==> src/rtl/gate_arbiter.sv <==
// Four requesters share one WIDTH-bit inverter. Grant, then the result is presented one cycle later,
// 3 cycles minimum per transaction; the result holds in RESP until res_ready, and new grants wait for IDLE.
module gate_arbiter #(
  parameter int WIDTH = 8
) (
  input  logic               clk,
  input  logic               rst_n,
  input  logic [3:0]         req,
  input  logic [4*WIDTH-1:0] din,
  output logic [3:0]         gnt,
  output logic               res_valid,
  input  logic               res_ready,
  output logic [1:0]         res_id,
  output logic [WIDTH-1:0]   res_data,
  output logic               busy,
  output logic [7:0]         svc_cnt
);

  typedef enum logic [1:0] {
    IDLE = 2'd0,
    EXEC = 2'd1,
    RESP = 2'd2
  } state_t;

  state_t           state;
  state_t           state_nxt;
  logic [WIDTH-1:0] operand;
  logic [WIDTH-1:0] operand_nxt;
  logic [1:0]       ptr;
  logic [1:0]       ptr_nxt;
  logic [3:0]       gnt_nxt;
  logic             res_valid_nxt;
  logic [1:0]       res_id_nxt;
  logic [WIDTH-1:0] res_data_nxt;
  logic [7:0]       svc_cnt_nxt;
  logic [WIDTH-1:0] inv_out;

  logic [WIDTH-1:0] slice [4];
  logic [1:0]       win;
  logic             win_found;
  logic [1:0]       cand;

  for (genvar i = 0; i < 4; i++) begin : g_slice
    assign slice[i] = din[i*WIDTH +: WIDTH];
  end

  // The single shared datapath element.
  assign inv_out = ~operand;
  assign busy    = (state != IDLE);

  // Round-robin: first requester found scanning upward from the one after the last winner.
  always_comb begin
    win       = ptr;
    win_found = 1'b0;
    cand      = ptr;
    for (int k = 1; k <= 4; k++) begin
      cand = ptr + 2'(k);
      if (!win_found && req[cand]) begin
        win       = cand;
        win_found = 1'b1;
      end
    end
  end

  always_comb begin
    state_nxt     = state;
    gnt_nxt       = 4'b0000;
    res_valid_nxt = res_valid;
    res_id_nxt    = res_id;
    res_data_nxt  = res_data;
    operand_nxt   = operand;
    ptr_nxt       = ptr;
    svc_cnt_nxt   = svc_cnt;
    case (state)
      IDLE: begin
        if (win_found) begin
          gnt_nxt     = 4'b0001 << win;
          operand_nxt = slice[win];
          res_id_nxt  = win;
          ptr_nxt     = win;
          state_nxt   = EXEC;
        end
      end
      EXEC: begin
        res_data_nxt  = inv_out;
        res_valid_nxt = 1'b1;
        state_nxt     = RESP;
      end
      RESP: begin
        if (res_ready) begin
          res_valid_nxt = 1'b0;
          svc_cnt_nxt   = svc_cnt + 8'd1;
          state_nxt     = IDLE;
        end
      end
      default: begin
        state_nxt = IDLE;
      end
    endcase
  end

  // ptr resets to 3 so requester 0 is searched first.
  always_ff @(posedge clk or negedge rst_n) begin
    if (!rst_n) begin
      state     <= IDLE;
      gnt       <= 4'b0000;
      res_valid <= 1'b0;
      res_id    <= 2'd0;
      res_data  <= '0;
      operand   <= '0;
      ptr       <= 2'd3;
      svc_cnt   <= 8'd0;
    end else begin
      state     <= state_nxt;
      gnt       <= gnt_nxt;
      res_valid <= res_valid_nxt;
      res_id    <= res_id_nxt;
      res_data  <= res_data_nxt;
      operand   <= operand_nxt;
      ptr       <= ptr_nxt;
      svc_cnt   <= svc_cnt_nxt;
    end
  end

endmodule

==> config.mk <==
export PLATFORM = sky130hd
export DESIGN_NAME = gate_arbiter
export DESIGN_NICKNAME = d
export VERILOG_FILES = /design/src/rtl/gate_arbiter.sv
export SDC_FILE = /design/constraint.sdc
export NUM_CORES = 1
export LEC_CHECK = 0
export ABC_CLOCK_PERIOD_IN_PS = 1650
export CAP_MARGIN = 20
export CORE_MARGIN = 3
export CORE_UTILIZATION = 38
export CTS_CLUSTER_SIZE = 14
export DETAILED_ROUTE_END_ITERATION = 10
export PLACE_DENSITY = 0.82
export SETUP_SLACK_MARGIN = 0.05
export SLEW_MARGIN = 5
export SYNTH_ARGS = -nofsm -noshare
export SYNTH_HDL_FRONTEND = slang
export SYNTH_SLANG_ARGS = --single-unit
==> constraint.sdc <==
create_clock -name clk -period 1.65 [get_ports clk]
set_input_delay 0.33 -clock clk [delete_from_list [all_inputs] [get_ports clk]]
set_output_delay 0.33 -clock clk [all_outputs]
set_load 0.005 [all_outputs]
==> impl_metrics.json <==
{
  "outcome": "finished with violations",
  "violations": "negative setup slack",
  "yosys.area_share.xor_xnor_pct": 3.92,
  "htree_levels": 2,
  "cts_buffer_depth": 2,
  "die_h_um": 70.2,
  "antenna_found_initial": 0,
  "crit_path_top_delay_cell": "dfstp_2",
  "grt_max_degree": 36,
  "synth-compound-area-share_pct": 11.6,
  "avgSynthCellArea_um2": 10.8,
  "drive_above_1_share_pct": 18.2,
  "max_stage_delay_ns": 0.55,
  "initialDrtViolationCount": 58,
  "finClkSkew_ns": 0.0108,
  "ys_seq_area_share_pct": 56.1,
  "die_x_um": 70.2,
  "first_global_vias": 1385,
  "cts.sinks": 35,
  "cp_max_fo": 9,
  "drc": 0,
  "hold_ws_ns": 0.114,
  "detail_route.wl_per_cell_um": 14.4,
  "worstPathArrival_ns": 1.95,
  "grt_pass1_wl_um": 6330,
  "dr.pass1.iters": 4,
  "path_class": "reg -> reg",
  "cts_root_buf": "clkbuf_8",
  "cts_buffers": 5,
  "grt-ovfl-total": 0,
  "start_util_pct": 40.9,
  "cp_data_required_time_ns": 1.81,
  "area.growth.synth_to_final_pct": 64.3,
  "ys_ff_latch": 35,
  "cp_cell_sequence": "or2b_4 > o21ai_2 > a221oi_4 > buf_6 > clkbuf_16 > mux2i_1 > o221ai_1",
  "hold_viol": 0,
  "netlist_area_mm2": 0.00157,
  "synth_mux_area_share_pct": 10.2,
  "dp_hpwl_um": 2730,
  "fmax_mhz": 557,
  "grt_util_all_layers_pct": 16.1,
  "finalCriticalPeriod_ns": 1.80,
  "synthSimpleGateAreaFrac_pct": 14.5,
  "synthAdderAreaFrac_pct": 0.799,
  "n_antenna_cell": 0,
  "worst_slew_pin_slew_ns": 0.763,
  "synth_fp_nets": 185,
  "cp-end-kind": "flip-flop",
  "final_area_mm2": 0.00257,
  "path_clk_slew_ns": 0.08,
  "maxCapViolCount": 0,
  "slew_violations": 0,
  "wl_um": 4020,
  "coreArea_mm2": 0.00383,
  "ys_types": 29,
  "yosys_warnings": 0,
  "critPathTopFamily": "flip-flops",
  "fin_ws_ns": -0.146,
  "hold_class": "in -> async",
  "setup_violations": 10,
  "period_share_pct": 109,
  "io_buffer_count": 62,
  "final_nets": 270,
  "viasPerCell": 5.00,
  "die_area_mm2": 0.00493,
  "setup.worst_path.start_class": "flip-flop",
  "ir_drop_mv": 0.935,
  "cts_tree": "built",
  "vias": 1394,
  "place_area_mm2": 0.00234,
  "synth_top_family_by_area": "simple AND/OR/NAND/NOR gates",
  "rsz0062_at_grt": "yes",
  "max_slew_margin_pct": 49.1,
  "gp_congestion": 0.754,
  "power.density_cell_area_mw_per_mm2": 1750,
  "power.leakage_uw": 0.00120,
  "io_pins": 63,
  "netlist_instances": 145,
  "cp_num_buf_inv": 2,
  "clk_latency_ns": 0.29,
  "fp-row-count": 22,
  "antenna_left": 0
}
-- stage by stage --
step / utilization (%) / std cells / total power [uW] / TNS [ns] / setup WS, ns
3_3_place_gp: 61.1 / 263 / 3390 / -3.70 / -0.367
2_1_floorplan: - / 145 / 2450 / -0.264 / -0.0433
6_report: 67.2 / 279 / 4500 / -0.791 / -0.146
3_5_place_dp: 61.1 / 263 / 3460 / -4.18 / -0.396
4_1_cts: 64.0 / 271 / 4230 / -0.244 / -0.0593
5_1_grt: 67.2 / 279 / 4830 / -1.73 / -0.230
-- worst paths after layout --
path | from | to | slack (ns) | cells past startpoint
setup reg to reg | ptr[0] | operand[4] | -0.15 | 7
hold / removal | rst_n | res_valid | 0.11 | 1
setup / recovery | ptr[0] | operand[4] | -0.15 | 7
max in group asynchronous | rst_n | svc_cnt[5] | 1.01 | 1
hold reg to reg | operand[0] | res_data[0] | 0.47 | 1
min in group clk | operand[0] | res_data[0] | 0.47 | 1
-- Yosys cell counts --
| library cell | n | share of area, % |
|---|---|---|
| xor2_1 | 3 | 1.7 |
| o21ai_1 | 1 | 0.32 |
| mux2i_1 | 16 | 10 |
| nand3_1 | 3 | 0.96 |
| or2b_2 | 1 | 0.56 |
| o21a_1 | 1 | 0.48 |
| a21o_1 | 1 | 0.48 |
| buf_4 | 1 | 0.48 |
| nor2_1 | 10 | 2.4 |
| nand3b_1 | 1 | 0.48 |
| a21oi_1 | 3 | 0.96 |
| buf_6 | 1 | 0.72 |
| o21ai_2 | 1 | 0.56 |
| ha_1 | 1 | 0.80 |
| o21ai_0 | 9 | 2.9 |
| and3b_1 | 1 | 0.56 |
| nand2_1 | 28 | 6.7 |
| dfrtp_1 | 33 | 53 |
| o221ai_1 | 8 | 4.5 |
| inv_1 | 2 | 0.48 |
| clkbuf_1 | 4 | 0.96 |
| and3_1 | 1 | 0.40 |
| o211ai_1 | 1 | 0.48 |
| xnor2_1 | 4 | 2.2 |
| or2_1 | 1 | 0.40 |
| dfstp_2 | 2 | 3.4 |
| inv_2 | 1 | 0.24 |
| a221oi_2 | 1 | 0.96 |
| nand2b_1 | 5 | 2.0 |
-- where the power goes --
group          switching [uW]  total [uW]  internal (uW)
Combinational             925        2230           1300
Sequential                251        1510           1260
Clock                     317         766            449
Total                    1490        4500           3010
-- placed cells by master (no fill, tap or decap), types with 2 or more instances in the layout --
cell / n
clkbuf_8: 5
dfstp_2: 2
buf_4: 18
nor2_1: 10
nand3_1: 3
nand2_1: 28
o21ai_0: 9
o221ai_1: 8
mux2i_1: 14
mux2i_2: 2
clkdlybuf4s50_1: 58
a21oi_1: 2
inv_1: 2
nand2b_1: 4
xor2_1: 3
clkbuf_16: 2
xnor2_1: 4
dfrtp_1: 32
-- state kept, by name (all words and copies together), names as in the netlist --
register	count
svc_cnt	8
ptr	2
res_data	8
res_valid	1
gnt	4
state	2
res_id	2
operand	8
-- metal layers --
layer  track usage, %  part of all wire [%]  up-vias  wire [um]
met5                0                     0        -          0
met4             4.89                   1.1        0         44
met3             5.32                   5.6        4        226
met2             26.1                    51       56       2050
met1             20.4                    42      663       1700
li1                 -                     -      671          -
-- cell families after synthesis --
| logic type | count (synthesis) |
|---|---|
| compound gates | 26 |
| xor+xnor | 7 |
| fa+ha+maj | 1 |
| buf+inv | 9 |
| flops | 35 |
| mux | 16 |
| simple gates | 51 |
-- layout make-up --
class | count | area (um2)
Tap cell | 48 | 60.1
Inverter | 3 | 11.3
Clock inverter | 3 | 43.8
Fill cell | 315 | 1250
Clock buffer | 5 | 68.8
Multi-Input combinational cell | 101 | 674
Timing Repair Buffer | 84 | 833
Sequential cell | 35 | 880
-- timing repair --
item | 4_1_cts | 5_1_grt
hold buffers | 0 | 0
pin swaps | 0 | 2
gates cloned | 0 | 2
resized for setup | 2 | 8
endpoints found under the setup margin | 9 | 16
setup buffers | 0 | 6
No activity file was read; power rests on OpenSTA's default activity.
